[config.mk]
export PLATFORM = sky130hd
export DESIGN_NAME = regfile_seq_flat
export DESIGN_NICKNAME = d
export VERILOG_FILES = /design/src/rtl/regfile_seq_pkg.sv /design/src/rtl/regfile_seq_if.sv /design/src/rtl/regfile_seq_load_reg.sv /design/src/rtl/regfile_seq.sv /design/src/flat_wrapper.sv
export SDC_FILE = /design/constraint.sdc
export NUM_CORES = 1
export LEC_CHECK = 0
export CAP_MARGIN = 25
export CORE_MARGIN = 8
export CORE_UTILIZATION = 57
export CTS_BUF_LIST = sky130_fd_sc_hd__clkbuf_8
export CTS_CLUSTER_DIAMETER = 100
export DETAILED_ROUTE_END_ITERATION = 8
export HOLD_SLACK_MARGIN = 0.03
export PLACE_DENSITY = 0.86
export SYNTH_ARGS = -nofsm -noshare
export SYNTH_HDL_FRONTEND = slang
export SYNTH_HIERARCHICAL = 1
export SYNTH_SLANG_ARGS = --single-unit
[constraint.sdc]
create_clock -name clk -period 5.7 [get_ports clk]
set_clock_uncertainty 0.2 [all_clocks]
set_input_delay 1.425 -clock clk [delete_from_list [all_inputs] [get_ports clk]]
set_output_delay 1.425 -clock clk [all_outputs]
set_load 0.03 [all_outputs]
[src/rtl/regfile_seq_pkg.sv]
// Shared types and default widths for the register-file command sequencer.
package regfile_seq_pkg;

  localparam int DEF_DW = 16;
  localparam int DEF_AW = 3;

  typedef enum logic [1:0] {
    OP_MOVI = 2'b00,
    OP_MOV  = 2'b01,
    OP_READ = 2'b10,
    OP_SWAP = 2'b11
  } op_t;

  typedef enum logic [2:0] {
    IDLE = 3'd0,
    RD1  = 3'd1,
    RD2  = 3'd2,
    WR1  = 3'd3,
    WR2  = 3'd4,
    RESP = 3'd5
  } state_t;

endpackage

[src/rtl/regfile_seq_if.sv]
// Command and response handshakes between the controller and the sequencer.
interface regfile_seq_if #(
  parameter int DW = regfile_seq_pkg::DEF_DW,
  parameter int AW = regfile_seq_pkg::DEF_AW
) ();

  logic          cmd_valid;
  logic          cmd_ready;
  logic [1:0]    cmd_op;
  logic [AW-1:0] cmd_rd;
  logic [AW-1:0] cmd_rs;
  logic [DW-1:0] cmd_imm;
  logic          rsp_valid;
  logic          rsp_ready;
  logic [DW-1:0] rsp_data;

  modport master (
    output cmd_valid, cmd_op, cmd_rd, cmd_rs, cmd_imm, rsp_ready,
    input  cmd_ready, rsp_valid, rsp_data
  );

  modport slave (
    input  cmd_valid, cmd_op, cmd_rd, cmd_rs, cmd_imm, rsp_ready,
    output cmd_ready, rsp_valid, rsp_data
  );

endinterface

[src/rtl/regfile_seq_load_reg.sv]
// Load-enabled register cleared by the asynchronous reset.
module load_reg #(
  parameter int W = 8
) (
  input  logic         clk,
  input  logic         reset,
  input  logic         load,
  input  logic [W-1:0] d,
  output logic [W-1:0] q
);

  // Hold the value until load is asserted; reset clears it to zero.
  always_ff @(posedge clk or posedge reset) begin
    if (reset) begin
      q <= '0;
    end else if (load) begin
      q <= d;
    end
  end

endmodule

[src/rtl/regfile_seq.sv]
// Sequencer that turns MOVI/MOV/READ/SWAP commands into regfile read and
// write cycles and reports the result through a response handshake.
module regfile_seq
  import regfile_seq_pkg::*;
#(
  parameter int DW = DEF_DW,
  parameter int AW = DEF_AW
) (
  input  logic          clk,
  input  logic          reset,
  regfile_seq_if.slave  bus,
  output logic [AW-1:0] rf_writenum,
  output logic [AW-1:0] rf_readnum,
  output logic          rf_write,
  output logic [DW-1:0] rf_data_in,
  input  logic [DW-1:0] rf_data_out
);

  localparam int CW = 2 + 2 * AW + DW;

  state_t        state;
  state_t        state_next;
  logic          accept;
  logic [CW-1:0] cmd_d;
  logic [CW-1:0] cmd_q;
  logic [1:0]    op_raw;
  op_t           op_q;
  logic [AW-1:0] rd_q;
  logic [AW-1:0] rs_q;
  logic [DW-1:0] imm_q;
  logic [DW-1:0] tmp_a;
  logic [DW-1:0] tmp_b;
  logic          rsp_load;
  logic [DW-1:0] rsp_d;
  logic [DW-1:0] rsp_q;

  // Commands are only sampled while idle, so later changes on cmd_* are ignored.
  assign accept = (state == IDLE) && bus.cmd_valid;
  assign cmd_d  = {bus.cmd_op, bus.cmd_rd, bus.cmd_rs, bus.cmd_imm};
  assign {op_raw, rd_q, rs_q, imm_q} = cmd_q;
  assign op_q   = op_t'(op_raw);

  load_reg #(.W(CW)) u_cmd_latch (
    .clk(clk), .reset(reset), .load(accept), .d(cmd_d), .q(cmd_q)
  );

  load_reg #(.W(DW)) u_tmp_a (
    .clk(clk), .reset(reset), .load(state == RD1), .d(rf_data_out), .q(tmp_a)
  );

  load_reg #(.W(DW)) u_tmp_b (
    .clk(clk), .reset(reset), .load(state == RD2), .d(rf_data_out), .q(tmp_b)
  );

  // The response is captured on entry to RESP; a READ goes straight from RD1,
  // where tmp_a is not loaded yet, so the live read data is used there.
  assign rsp_load = (state_next == RESP) && (state != RESP);
  assign rsp_d    = (op_q == OP_MOVI) ? imm_q :
                    (state == RD1)    ? rf_data_out : tmp_a;

  load_reg #(.W(DW)) u_rsp (
    .clk(clk), .reset(reset), .load(rsp_load), .d(rsp_d), .q(rsp_q)
  );

  // State register; reset aborts any command in flight.
  always_ff @(posedge clk or posedge reset) begin
    if (reset) begin
      state <= IDLE;
    end else begin
      state <= state_next;
    end
  end

  // Next-state sequencing for each command type.
  always_comb begin
    state_next = state;
    case (state)
      IDLE: begin
        if (bus.cmd_valid) begin
          state_next = (op_t'(bus.cmd_op) == OP_MOVI) ? WR1 : RD1;
        end
      end
      RD1: begin
        case (op_q)
          OP_READ: state_next = RESP;
          OP_SWAP: state_next = RD2;
          default: state_next = WR1;
        endcase
      end
      RD2:     state_next = WR1;
      WR1:     state_next = (op_q == OP_SWAP) ? WR2 : RESP;
      WR2:     state_next = RESP;
      RESP:    state_next = bus.rsp_ready ? IDLE : RESP;
      default: state_next = IDLE;
    endcase
  end

  // Regfile port decode; everything idles at zero outside the active states.
  always_comb begin
    rf_readnum  = '0;
    rf_writenum = '0;
    rf_write    = 1'b0;
    rf_data_in  = '0;
    case (state)
      RD1: rf_readnum = rs_q;
      RD2: rf_readnum = rd_q;
      WR1: begin
        rf_write    = 1'b1;
        rf_writenum = rd_q;
        rf_data_in  = (op_q == OP_MOVI) ? imm_q : tmp_a;
      end
      WR2: begin
        rf_write    = 1'b1;
        rf_writenum = rs_q;
        rf_data_in  = tmp_b;
      end
      default: ;
    endcase
  end

  assign bus.cmd_ready = (state == IDLE);
  assign bus.rsp_valid = (state == RESP);
  assign bus.rsp_data  = rsp_q;

endmodule

[src/flat_wrapper.sv]
// flat-port wrapper written by rule: the top's interface ports become plain ports
module regfile_seq_flat import regfile_seq_pkg::*;
#(
  parameter int DW = DEF_DW,
  parameter int AW = DEF_AW
)
  (clk, reset, rf_writenum, rf_readnum, rf_write, rf_data_in, rf_data_out, bus_cmd_valid, bus_cmd_op, bus_cmd_rd, bus_cmd_rs, bus_cmd_imm, bus_rsp_ready, bus_cmd_ready, bus_rsp_valid, bus_rsp_data);
  regfile_seq_if #(.DW(DW), .AW(AW)) bus_i ();
  input  logic clk;
  input  logic reset;
  output logic [AW-1:0] rf_writenum;
  output logic [AW-1:0] rf_readnum;
  output logic rf_write;
  output logic [DW-1:0] rf_data_in;
  input  logic [DW-1:0] rf_data_out;
  input wire logic [$bits(bus_i.cmd_valid)-1:0] bus_cmd_valid;
  input wire logic [$bits(bus_i.cmd_op)-1:0] bus_cmd_op;
  input wire logic [$bits(bus_i.cmd_rd)-1:0] bus_cmd_rd;
  input wire logic [$bits(bus_i.cmd_rs)-1:0] bus_cmd_rs;
  input wire logic [$bits(bus_i.cmd_imm)-1:0] bus_cmd_imm;
  input wire logic [$bits(bus_i.rsp_ready)-1:0] bus_rsp_ready;
  output wire logic [$bits(bus_i.cmd_ready)-1:0] bus_cmd_ready;
  output wire logic [$bits(bus_i.rsp_valid)-1:0] bus_rsp_valid;
  output wire logic [$bits(bus_i.rsp_data)-1:0] bus_rsp_data;
  assign bus_i.cmd_valid = bus_cmd_valid;
  assign bus_i.cmd_op = bus_cmd_op;
  assign bus_i.cmd_rd = bus_cmd_rd;
  assign bus_i.cmd_rs = bus_cmd_rs;
  assign bus_i.cmd_imm = bus_cmd_imm;
  assign bus_i.rsp_ready = bus_rsp_ready;
  assign bus_cmd_ready = bus_i.cmd_ready;
  assign bus_rsp_valid = bus_i.rsp_valid;
  assign bus_rsp_data = bus_i.rsp_data;
  regfile_seq #(.DW(DW), .AW(AW)) u_core (.clk(clk), .reset(reset), .bus(bus_i), .rf_writenum(rf_writenum), .rf_readnum(rf_readnum), .rf_write(rf_write), .rf_data_in(rf_data_in), .rf_data_out(rf_data_out));
endmodule
# Yosys cells after proc, flatten, opt, wreduce, memory -nomap -nowiden
# Cells that the tools add are included.
# totals
ff_bits	75
inputBits	44
out_inout_bits	41
elab_cells	33
# op_classes
n_eq_ne	9
n_mux	13
n_reduce_logical	6
# op_table
cell	count
two-way mux 16 bit	3
case mux 16 bit (2 select lines)	1
case mux 3 bit (2 select lines)	3
case mux 3 bit (6 select lines)	1
== test 3 bit (second input constant)	3
== test 3 x 2 -> 1 bit (second input constant)	2
two-way mux 3 bit	2
== test 2 bit (second input constant)	2
logical NOT 2 bit	2
== test 3 x 1 -> 1 bit (second input constant)	1
logical NOT 3 bit	1
!= test 3 bit (second input constant)	1
logical AND 1 bit	2
two-way mux 1 bit	2
two-way mux 2 bit	1
OR reduction 2 bit	1

# Logic depth before layout (Yosys ltp)
# Gate-level depths: netlist of the first run.
# depth
word_depth	6
mapped_depth	7
ltp_nobuf	4

# By module
# The synthesis of the first run kept the hierarchy.
# modules_own_cells
module	instances	cells_per_inst	area_each_um2	seq_area_each_um2
load_reg (u_core.u_rsp ...)	3	35	653.1	400.4
regfile_seq	1	131	1128.6	75.1
load_reg (u_core.u_cmd_latch)	1	52	1001.0	600.6

# Least setup slack after synthesis of the first run
# No wires, ideal clock.
# synth_timing
kind	register to output
start	reg u_core.u_cmd_latch.q[23]
end	out rf_data_in[0]
arrival_time_ns	1.313
t_required_ns	4.075
path_slack_ns	2.762
stages_incl_launch_ff	5
n_path_buf	1
cell_sequence	dfrtp_1 -> nor2_1 -> buf_4 -> mux2i_1 -> o2bb2ai_1
# synth_via
elab_chain_cells	3
# synth_lines
element	line	text
from (decl)	regfile_seq_load_reg.sv:9	output logic [W-1:0] q
from (signal assigned)	regfile_seq_load_reg.sv:15	q <= '0;
from (signal assigned)	regfile_seq_load_reg.sv:17	q <= d;
logical NOT 2 bit	regfile_seq.sv:110	rf_data_in = (op_q == OP_MOVI) ? imm_q : tmp_a;
two-way mux 16 bit	regfile_seq.sv:110	
case mux 16 bit (2 select lines)	regfile_seq.sv:104	case (state)
to (decl)	flat_wrapper.sv:14	output logic [DW-1:0] rf_data_in;
# Every way passes these cells.

# Worst setup path in the final report of the first run
# layout_timing
start	reg u_core.state[0]
end	out rf_readnum[2]
# layout_via
elab_chain_cells	2
elab_cells_between_ends	3
cone_classes	eq/ne: 2; mux: 1
# layout_lines
element	line	text
from (decl)	regfile_seq.sv:21	state_t state;
from (signal assigned)	regfile_seq.sv:70	state <= state_next;
== test 3 x 2 -> 1 bit / == test 3 x 1 -> 1 bit (equally long branches)	regfile_seq.sv:104	
case mux 3 bit (2 select lines) (*)	regfile_seq.sv:104	
to (decl)	flat_wrapper.sv:12	output logic [AW-1:0] rf_readnum;
# Mark *: on every way between the ends. The rest lies on a longest branch, timed or not.

==> summary.md, run 1 <==
| Metric | Value |
|---|---|
| Status | `finished, final reports clean` |
| Core area | `0.00710 mm²` |
| Cell family with most CP delay | `buffers and inverters` |
| PortBufs | `84` |
| Total CTS buffers | `9` |
| F_max | `0.231 GHz` |
| Setup crit end kind | `output port` |
| First-pass GRT wire length | `about 15000 µm` |
| Fin crit period | `4.32 ns` |
| Met3 wire len | `625 µm` |
| Final period utilization | `0.759` |
| Pin count of the biggest net entering global routing | `36` |
| CP required | `just over 4 ns` |
| CTS Hold Bufs | `0` |
| RSZ-0062 raised after global routing | `false` |
| Final Hold Fails | `0` |
| Wire length per cell | `approximately 20 µm` |
| Routed WL | `9230 µm` |
| P&R area growth vs syn | `24.9%` |
| Final setup viols | `0` |
| Main area contributors after synthesis | `dfrtp_1 46%, mux2_4 18%, mux2i_1 7.8%, mux2_2 6.1%, o2bb2ai_2 3.7%` |
| Skew-Pair Late Insertion Delay | `0.34 ns` |
| Resize count post-CTS | `0` |
| Commonest cells post-synth | `75 x dfrtp_1, 50 x mux2_4, 32 x mux2i_1` |
| Max Used Layer | `met4` |
| Post-synth EDFFs | `0` |
| Die area | `0.0101 mm²` |
| Tot GR Track Use | `0.191` |
| Number of global-route vias before repair | `2828` |
| Drt pass-1 iters | `4` |
| Cell Chain, Critical Path | `nor3b_4, buf_4, a22o_1, clkdlybuf4s50_1` |
| Largest stage delay on the critical path | `0.68 ns` |
| Gr ovfl total | `0` |
| TNS Setup | `0 ns` |
| Count leader, synth | `dfrtp_1` |
| Max Slew Vio Count | `0` |
| Final setup margin | `1.38 ns` |
| Critical Path AT | `2.70 ns` |
| Clock H-tree levels | `3` |
| I/O Pins | `between 80 and 90` |
| YS warnings | `6` |
| Worst-path clk slew | `around 0.080 ns` |
| Antenna Cells | `0` |
| Area leader, netlist | `dfrtp_1` |
| Fill cell count | `468` |
| Sequential fraction of the synthesis area | `0.459` |
| Worst setup SP type | `register` |
| Post-synth top area share | `0.459` |
| Die Wd | `101 µm` |
| Die height | `101 µm` |
| Max-capacitance violation count | `0` |
| Post-DRT Antenna Nets | `0` |
| Cells after Synth | `around 290` |
| Postcts setup bufs | `0` |
| Layout cell share with drive strength beyond 1 | `0.308` |
| CTS tree | `built` |
| Pwr dens | `648 mW/mm²` |
| Setup WS pre-CTS | `1.54 ns` |
| Syn Nets | `about 330` |
| Main synth FF type | `dfrtp_1` |
| Deepest clock path buffer count | `2` |
| Cell area after synthesis | `0.00409 mm²` |
| Initial core utilization | `0.576` |
| Met1 Routed Length | `3930 µm` |
| Ys async rst share | `1.00` |
| Worst Tran Pin Value | `0.857 ns` |
| Vias after detailed routing | `2589` |
| Initial antenna violation count | `0` |
| Crit Path Class | `reg2out` |
| Clock tree sinks | `75` |
| VDD IR max | `roughly 0.36 mV` |
| Metal2 WL | `4610 µm` |
| Placer Congestion | `between 0.8 and 0.9` |
| CP Max Fanout | `35` |
| Leakage | `0.00216 µW` |
| Root Buffer | `clkbuf_8` |
| Post-synth cell types | `35` |
| Class of the worst hold path | `reg2reg` |
| Final nets | `between 400 and 500` |
| Drc violations | `0` |
| Slowest-stage cell, CP | `clkdlybuf4s50_1` |
| Synth Register Bits | `75` |
| Initial DRC count | `91` |
| Row Count | `31` |
| Hpwl dp | `6330 µm` |
| Via density | `5.49` |
| Avg Cell Area, Syn | `about 14 µm²` |
| Slew HR | `0.428` |
| Crit path buffers/inverters | `2` |
## per-stage QoR
step	cells	total power (µW)	cell area (µm²)	hold slack [ns]	util
4_1_cts	471	3330	5090	0.311	0.717
5_1_grt	472	3490	5110	0.318	0.720
2_1_floorplan	288	2480	4090	0.281	-
3_5_place_dp	455	2880	4880	0.296	0.687
6_report	472	3310	5110	0.310	0.720
3_3_place_gp	454	2830	4850	0.298	0.684
## worst reg2reg max path, stage by stage (launching register included)
cell,delay (ns)
dfrtp_1,0.67
nor3b_4,0.26
buf_4,0.52
mux2i_1,0.29
o21ai_1,0.08
mux2_2,0.28
## worst paths after layout
check	start	end	slack [ns]	cells after the start
setup / recovery	u_core/state[0]$_DFF_PP0_	rf_readnum[2]	1.38	4
hold / removal	u_core/u_tmp_b/q[0]$_DFFE_PP0P_	u_core/u_tmp_b/q[0]$_DFFE_PP0P_	0.31	1
max in group asynchronous	reset	u_core/u_rsp/q[3]$_DFFE_PP0P_	3.35	2
setup reg to reg	u_core/state[0]$_DFF_PP0_	u_core/u_rsp/q[3]$_DFFE_PP0P_	3.28	5
hold reg to reg	u_core/u_tmp_b/q[0]$_DFFE_PP0P_	u_core/u_tmp_b/q[0]$_DFFE_PP0P_	0.31	1
min in group asynchronous	reset	u_core/state[1]$_DFF_PP0_	1.20	2
## final cells by class
type | count | area [µm²] | share of cell area
Inverter | 6 | 27.5 | 0.00539
Timing Repair Buffer | 90 | 913 | 0.179
Sequential cell | 75 | 1880 | 0.367
Tap cell | 99 | 124 | 0.0243
Clock buffer | 12 | 165 | 0.0323
Clock inverter | 4 | 47.5 | 0.00931
Multi-Input combinational cell | 186 | 1950 | 0.382
## layer usage
| metal | up-vias | global-route usage |
|---|---|---|
| li1 | 1198 | - |
| met1 | 1297 | 0.225 |
| met2 | 87 | 0.328 |
| met3 | 7 | 0.0594 |
| met4 | 0 | 0.0477 |
| met5 | - | 0 |
## sequential cells by signal (all words and copies together), names as in the netlist
register and count:
u_core/u_tmp_b/q 16, u_core/u_cmd_latch/q 24, u_core/u_tmp_a/q 16, u_core/state 3, u_core/u_rsp/q 16
## cell usage in the layout (no fill, tap or decap), types with 5 or more instances in the layout
master / instances
a22o_1: 7
clkbuf_8: 12
o2bb2ai_1: 6
mux2_4: 50
nand2_1: 20
mux2i_1: 32
dfrtp_1: 75
o2bb2ai_2: 10
o21ai_1: 16
mux2_2: 22
clkdlybuf4s50_1: 84
inv_1: 5
## where the power goes
group          leakage (µW)  internal (µW)  switching (µW)  total (µW)
Combinational       0.00116            964             855        1820
Sequential         0.000896            810             254        1060
Clock              0.000108            237             189         426
Total               0.00216           2010            1300        3310
## kinds of logic after synthesis
group / Yosys count / synth area share
compound gates: 45 / 0.0973
simple gates: 37 / 0.0542
buf+inv: 27 / 0.0670
mux: 104 / 0.323
flops: 75 / 0.459
(Power assumes the default switching activity.)
==> run 2: changes to the inputs <==
--- a/config.mk
+++ b/config.mk
@@ -7,12 +7,12 @@
 export LEC_CHECK = 0
 export CAP_MARGIN = 25
 export CORE_MARGIN = 8
-export CORE_UTILIZATION = 57
+export CORE_UTILIZATION = 48
 export CTS_BUF_LIST = sky130_fd_sc_hd__clkbuf_8
 export CTS_CLUSTER_DIAMETER = 100
 export DETAILED_ROUTE_END_ITERATION = 8
 export HOLD_SLACK_MARGIN = 0.03
-export PLACE_DENSITY = 0.86
+export PLACE_DENSITY = 0.77
 export SYNTH_ARGS = -nofsm -noshare
 export SYNTH_HDL_FRONTEND = slang
 export SYNTH_HIERARCHICAL = 1
==> constraint.sdc (replaced) <==
create_clock -name clk -period 3.8 [get_ports clk]
set_clock_uncertainty 0.2 [all_clocks]
set_input_delay 0.95 -clock clk [delete_from_list [all_inputs] [get_ports clk]]
set_output_delay 0.95 -clock clk [all_outputs]
set_load 0.03 [all_outputs]
==> run 2 against run 1 <==
Effect of this change: register-to-register slack lost 1.9 ns; largest cell class unchanged; sequential share of layout area shrank 0.21 points; utilization shrank 9.8 points; setup slack lost 1.2 ns; highest routed layer unchanged.
==> summary.md, run 2 (same netlist as run 1, synthesis figures left out) <==
| Metric | Value |
|---|---|
| Status | `finished, final reports clean` |
| Max-capacitance violation count | `0 (unchanged)` |
| Initial core utilization | `0.495 (-0.0809)` |
| Deepest clock path buffer count | `2 (unchanged)` |
| Clock H-tree levels | `3 (unchanged)` |
| Pin count of the biggest net entering global routing | `49 (+36%)` |
| Critical Path AT | `2.45 ns (-0.25 ns)` |
| Placer Congestion | `0.818 (-6.9%)` |
| F_max | `between 0.2 and 0.3 GHz` |
| Clock tree sinks | `75 (unchanged)` |
| Fill cell count | `670 (+43%)` |
| Vias after detailed routing | `2592 (+0.12%)` |
| R2R setup slack | `1.33 ns (-1.95 ns)` |
| TNS Setup | `0 ns (unchanged)` |
| Leakage | `0.00219 µW (+1.3%)` |
| Commonest non-fill, non-tap cell in the layout | `clkdlybuf4s50_1` |
| Worst setup SP type | `register` |
| Top reg by flops | `u_core/u_cmd_latch/q` |
| Worst Tran Pin Value | `0.752 ns (-0.105 ns)` |
| RSZ-0062 raised after global routing | `false` |
| Skew-Pair Late Insertion Delay | `0.34 ns (about the same)` |
| Class of the worst hold path | `reg2reg` |
| Final period utilization | `0.947` |
| Setup crit end kind | `output port` |
| CTS Hold Bufs | `0 (unchanged)` |
| Row Count | `33 (+6.5%)` |
| CP Max Fanout | `17 (-51%)` |
| Via density | `5.40 (-1.6%)` |
| First-pass GRT wire length | `15300 µm (+3.7%)` |
| Pwr dens | `989 mW/mm² (+53%)` |
| Wire length per cell | `19.5 µm (-0.26%)` |
| Overall Power | `5080 µW (+53%)` |
| Initial antenna violation count | `0 (unchanged)` |
| Min-Delay Path Depth | `1 (unchanged)` |
| Final setup viols | `0 (unchanged)` |
| VDD IR max | `0.486 mV (+34%)` |
| Fin crit period | `around 3.6 ns` |
| Postcts setup bufs | `0 (unchanged)` |
| Final nets | `414 (+0.49%)` |
| P&R area growth vs syn | `25.6%` |
| Gr ovfl total | `0 (unchanged)` |
| Register area | `0.00188 mm² (unchanged)` |
| CP required | `2.65 ns (-1.42 ns)` |
| Die height | `108 µm (+7.5%)` |
| Hpwl dp | `6480 µm (+2.4%)` |
| Total CTS buffers | `9 (unchanged)` |
| Number of global-route vias before repair | `2794 (-1.2%)` |
| Drt pass-1 iters | `4 (unchanged)` |
| Core area | `0.00826 mm² (+16%)` |
| Layout cell share with drive strength beyond 1 | `0.317 (+0.00902)` |
| CTS tree | `built` |
| Final Hold Fails | `0 (unchanged)` |
| Max Slew Vio Count | `0 (unchanged)` |
| Slew HR | `0.498 (+0.0696)` |
| Worst-path clk slew | `0.07 ns (about the same)` |
| Root Buffer | `clkbuf_8` |
| Die area | `0.0117 mm² (+16%)` |
| Largest register FFs | `24 (unchanged)` |
| Routed WL | `9370 µm (+1.4%)` |
| PortBufs | `84 (unchanged)` |
| Die Wd | `108 µm (+7.5%)` |
| Antenna Cells | `0 (unchanged)` |
| I/O Pins | `85 (unchanged)` |
| Footprint of the multi-input gates | `0.00195 mm² (unchanged)` |
| Most frequent cells in the layout | `81 x clkdlybuf4s50_1, 75 x dfrtp_1, 50 x mux2_4` |
| Tot GR Track Use | `0.168 (-0.0228)` |
| Post-DRT Antenna Nets | `0 (unchanged)` |
| Resize count post-CTS | `0 (unchanged)` |
| Drc violations | `0 (unchanged)` |
| Initial DRC count | `51 (-44%)` |
| Worst R2R Path Depth | `5 (unchanged)` |
| Crit Path Class | `reg2out` |
run 2: cell count changes in the layout (fill, tap and decap cells not counted):
cell             change
bufinv_16            +2
clkinvlp_4           -1
clkbuf_8             -2
clkdlybuf4s50_1      -3
buf_4                +6
buf_8                -1
buf_16               -1
buf_12               +1
inv_1                +1
run 2: layer usage:
metal	vias to the layer above	global-route usage	wire (µm)
met1	1313	0.218	4280
met3	9	0.0541	516
li1	1205	-	-
met5	-	0	0
met2	65	0.268	4480
met4	0	0.0362	84
run 2: through the flow:
step,instance area (µm²),setup WS (ns),instances,utilization,hold WS (ns)
6_report,5140,0.203,480,0.622,0.315
5_1_grt,5140,0.0372,480,0.622,0.328
4_1_cts,5140,0.161,480,0.622,0.318
3_5_place_dp,4890,0.550,464,0.593,0.295
3_3_place_gp,4890,0.602,464,0.593,0.292
2_1_floorplan,4090,1.34,288,-,0.281
run 2: worst paths after layout:
path / to / from
min in group asynchronous: u_core/state[1]$_DFF_PP0_ / reset
min: u_core/u_rsp/q[4]$_DFFE_PP0P_ / u_core/u_rsp/q[4]$_DFFE_PP0P_
max in group asynchronous: u_core/u_cmd_latch/q[22]$_DFFE_PP0P_ / reset
max reg2reg: u_core/u_rsp/q[2]$_DFFE_PP0P_ / u_core/state[0]$_DFF_PP0_
max: rf_data_in[1] / u_core/state[1]$_DFF_PP0_
min reg2reg: u_core/u_rsp/q[4]$_DFFE_PP0P_ / u_core/u_rsp/q[4]$_DFFE_PP0P_
run 2: report_power, final:
group          switching, µW  internal [µW]
registers                382           1210
clock network            288            450
logic                   1290           1450
run 2: area by class of cell:
cell class / count / share of cell area
clock buffer: 10 / 0.0268
sequential: 75 / 0.365
tap: 105 / 0.0256
clock inverter: 6 / 0.0202
multi-input combinational: 186 / 0.380
timing repair buffer: 92 / 0.176
inverter: 6 / 0.00536
run 2: critical path, cell delays in order (launching register included):
cell,delay [ns]
dfrtp_1,0.70
nand3_4,0.42
o2bb2ai_1,0.28
clkdlybuf4s50_1,0.70
==> run 3: changes to the inputs <==
--- a/config.mk
+++ b/config.mk
@@ -5,6 +5,7 @@
 export SDC_FILE = /design/constraint.sdc
 export NUM_CORES = 1
 export LEC_CHECK = 0
+export ABC_AREA = 1
 export CAP_MARGIN = 25
 export CORE_MARGIN = 8
 export CORE_UTILIZATION = 48
@@ -13,6 +14,7 @@
 export DETAILED_ROUTE_END_ITERATION = 8
 export HOLD_SLACK_MARGIN = 0.03
 export PLACE_DENSITY = 0.77
+export RECOVER_POWER = 50
 export SYNTH_ARGS = -nofsm -noshare
 export SYNTH_HDL_FRONTEND = slang
 export SYNTH_HIERARCHICAL = 1
==> run 3 against run 2 <==
Effect of this change: sequential share of layout area grew 1.6 points; combinational power shrank 15%; routed wire length increased by 8.4%.
==> summary.md, run 3 <==
| Metric | Value |
|---|---|
| Critical Path AT | `2.45 ns (about the same)` |
| Slowest-stage cell, CP | `clkdlybuf4s50_1` |
| Initial DRC count | `202 (+300%)` |
| Die Wd | `107 µm (-1.2%)` |
| Core area | `0.00813 mm² (-1.5%)` |
| Worst Tran Pin Value | `0.918 ns (+0.166 ns)` |
| Crit path buffers/inverters | `4 (+3)` |
| Hold_sp | `u_core/u_rsp/q[4]$_DFFE_PP0P_` |
| Synth Register Bits | `75 (unchanged)` |
| Resize count post-CTS | `0 (unchanged)` |
| Postcts setup bufs | `0 (unchanged)` |
| Fin crit period | `3.60 ns (+0.000644 ns)` |
| Die area | `0.0114 mm² (-2.4%)` |
| CP Max Fanout | `16 (-1)` |
| Tot GR Track Use | `0.189 (+0.0210)` |
| Die height | `107 µm (-1.2%)` |
| Wire length per cell | `14.3 µm (-27%)` |
| Main synth FF type | `dfrtp_1` |
| Reg2reg start | `u_core/state[0]$_DFF_PP0_` |
| Total CTS buffers | `9 (unchanged)` |
| Most frequent cells in the layout | `267 x nand2_1, 81 x clkdlybuf4s50_1, 75 x dfrtp_1` |
| Worst R2R Path Depth | `7 (+2)` |
| I/O Pins | `85 (unchanged)` |
| Post-synth cell types | `22 (-37%)` |
| Max-capacitance violation count | `0 (unchanged)` |
| Initial core utilization | `0.489 (-0.00661)` |
| Skew-Pair Late Insertion Delay | `0.35 ns (about the same)` |
| Footprint of the multi-input gates | `0.00162 mm² (-17%)` |
| Slew HR | `0.387 (-0.111)` |
| CTS tree | `built` |
| Commonest cells post-synth | `267 x nand2_1, 75 x dfrtp_1, 37 x inv_1` |
| Final nets | `645 (+56%)` |
| VDD IR max | `0.541 mV (+11%)` |
| Drc violations | `0 (unchanged)` |
| Avg Cell Area, Syn | `7.54 µm² (-47%)` |
| RR Endpoint | `u_core/u_tmp_a/q[11]$_DFFE_PP0P_` |
| DP Cell Count | `695 (+50%)` |
| Via density | `4.90 (-9.2%)` |
| Main area contributors after synthesis | `dfrtp_1 47%, nand2_1 25%, nand2_2 4.1%, buf_6 3.7%, o21ai_0 3.5%` |
| P&R area growth vs syn | `23.7%` |
| Deepest clock path buffer count | `2 (unchanged)` |
| Number of global-route vias before repair | `3482 (+25%)` |
| Drt pass-1 iters | `6 (+2)` |
| F_max | `0.278 GHz (about the same)` |
| Count leader, synth | `nand2_1` |
| Final period utilization | `0.947 (about the same)` |
| YS warnings | `6 (unchanged)` |
| Row Count | `33 (unchanged)` |
| First-pass GRT wire length | `17400 µm (+13%)` |
| Setup crit end kind | `output port` |
| Final Hold Fails | `0 (unchanged)` |
| Worst hold endpoint | `u_core/u_rsp/q[4]$_DFFE_PP0P_` |
| CP required | `2.65 ns (about the same)` |
| TNS Setup | `0 ns (unchanged)` |
| Root Buffer | `clkbuf_8` |
| Area leader, netlist | `dfrtp_1` |
| Ys async rst share | `1.00 (unchanged)` |
| Top reg by flops | `u_core/u_cmd_latch/q` |
| Core Util, Final | `0.604 (-0.0178)` |
| Worst setup SP type | `register` |
| Crit Path Class | `reg2out` |
| Syn Nets | `571 (+72%)` |
| Leakage | `0.00258 µW (+17%)` |
| Status | `finished, final reports clean` |
| Placer Congestion | `0.836 (+2.2%)` |
| Cell Chain, Critical Path | `inv_6, nand2_1, inv_1, nand2_2, inv_2, nand2_1, nand2_1, clkdlybuf4s50_1` |
| Clock H-tree levels | `3 (unchanged)` |
| Largest register FFs | `24 (unchanged)` |
| Min-Delay Path Depth | `2 (+1)` |
| Cell family with most CP delay | `buffers and inverters` |
| Post-synth top area share | `0.472 (+0.0133)` |
| Largest stage delay on the critical path | `0.67 ns (-0.03 ns)` |
| Worst-path clk slew | `0.08 ns (about the same)` |
| Most frequent CP cell | `nand2_1` |
| Post-DRT Antenna Nets | `0 (unchanged)` |
| RSZ-0062 raised after global routing | `false` |
| Class of the worst hold path | `reg2reg` |
| Vias after detailed routing | `3487 (+35%)` |
| Final setup viols | `0 (unchanged)` |
| Hpwl dp | `7500 µm (+16%)` |
| R2R setup slack | `0.81 ns (-0.52 ns)` |
| Register area | `0.00188 mm² (unchanged)` |
| Cell area after synthesis | `0.00397 mm² (-2.8%)` |
| PortBufs | `84 (unchanged)` |
| Routed WL | `10200 µm (+8.4%)` |
| CTS Hold Bufs | `0 (unchanged)` |
| Max Slew Vio Count | `0 (unchanged)` |
| Layout cell share with drive strength beyond 1 | `0.0957 (-0.222)` |
| Gr ovfl total | `0 (unchanged)` |
| Post-synth EDFFs | `0 (unchanged)` |
| Antenna Cells | `0 (unchanged)` |
| Pin count of the biggest net entering global routing | `49 (unchanged)` |
| Sequential fraction of the synthesis area | `0.472 (+0.0133)` |
| Cells after Synth | `527 (+83%)` |
| Layout Cells excl Fill | `711 (+48%)` |
| Commonest non-fill, non-tap cell in the layout | `nand2_1` |
| Pwr dens | `905 mW/mm² (-8.4%)` |
| Fill cell count | `764 (+14%)` |
| Initial antenna violation count | `1 (+1)` |
| Clock tree sinks | `75 (unchanged)` |
## run 3: changes by cell type after synthesis, sizes merged, moves of 5 or more
cell / before / now
a22o: 7 / 0
o2bb2ai: 16 / 0
mux2i: 32 / 0
o21ai: 17 / 50
inv: 6 / 45
o22ai: 0 / 6
mux2: 72 / 0
nand2: 20 / 294
nor2: 4 / 9
nand3: 1 / 21
## run 3: power by group
group	internal (µW)	switching [µW]	leakage [µW]
Sequential	1170	269	0.000936
Clock	369	307	0.000111
Combinational	818	1510	0.00153
Total	2360	2090	0.00258
## run 3: worst max-delay path by stage
stage	startpoint	endpoint	slack (ns)	cells after the start
after floorplan	u_core/state[1]$_DFF_PP0_	rf_readnum[0]	1.30	4
after global placement	u_core/state[2]$_DFF_PP0_	rf_data_in[10]	0.66	8
after detailed placement	u_core/state[2]$_DFF_PP0_	rf_data_in[10]	0.62	8
after CTS	u_core/state[2]$_DFF_PP0_	rf_data_in[12]	0.23	8
after global routing	u_core/state[2]$_DFF_PP0_	rf_data_in[5]	0.05	8
final	u_core/state[2]$_DFF_PP0_	rf_data_in[4]	0.20	8
## run 3: metal layers
layer | wire, µm | GRT usage | up-vias
met3 | 852 | 0.0498 | 12
met5 | 13 | 0 | -
met2 | 4600 | 0.289 | 137
met1 | 4550 | 0.249 | 1581
li1 | - | - | 1755
met4 | 139 | 0.0744 | 2
## run 3: metrics by stage
| step | instance area, µm² | power, µW | worst slack [ns] | hold WS (ns) |
|---|---|---|---|---|
| after floorplan | 3970 | 3220 | 1.30 | 0.242 |
| after CTS | 4920 | 4480 | 0.226 | 0.278 |
| after global routing | 4910 | 4840 | 0.0527 | 0.296 |
| after detailed placement | 4700 | 3800 | 0.621 | 0.258 |
| after global placement | 4700 | 3720 | 0.656 | 0.253 |
| final | 4910 | 4450 | 0.202 | 0.275 |
## run 3: layout make-up
| type | instances | area share |
|---|---|---|
| Clock buffer | 9 | 0.0252 |
| Clock inverter | 7 | 0.0191 |
| Inverter | 45 | 0.0384 |
| Multi-Input combinational cell | 381 | 0.330 |
| Sequential cell | 75 | 0.382 |
| Tap cell | 105 | 0.0267 |
| Timing Repair Buffer | 89 | 0.179 |
## run 3: kinds of logic after synthesis
family                 count (synthesis)  share of synthesized area
DFF                                   75                      0.472
and+or+nand+nor                      325                      0.335
buffers and inverters                 71                      0.120
AOI/OAI and AO/OA                     56                     0.0724
## run 3: worst min-delay path: cells and delay by family (launching register included)
kind	cells	cell delay, ns
DFF	1	0.35
and+or+nand+nor	2	0.09
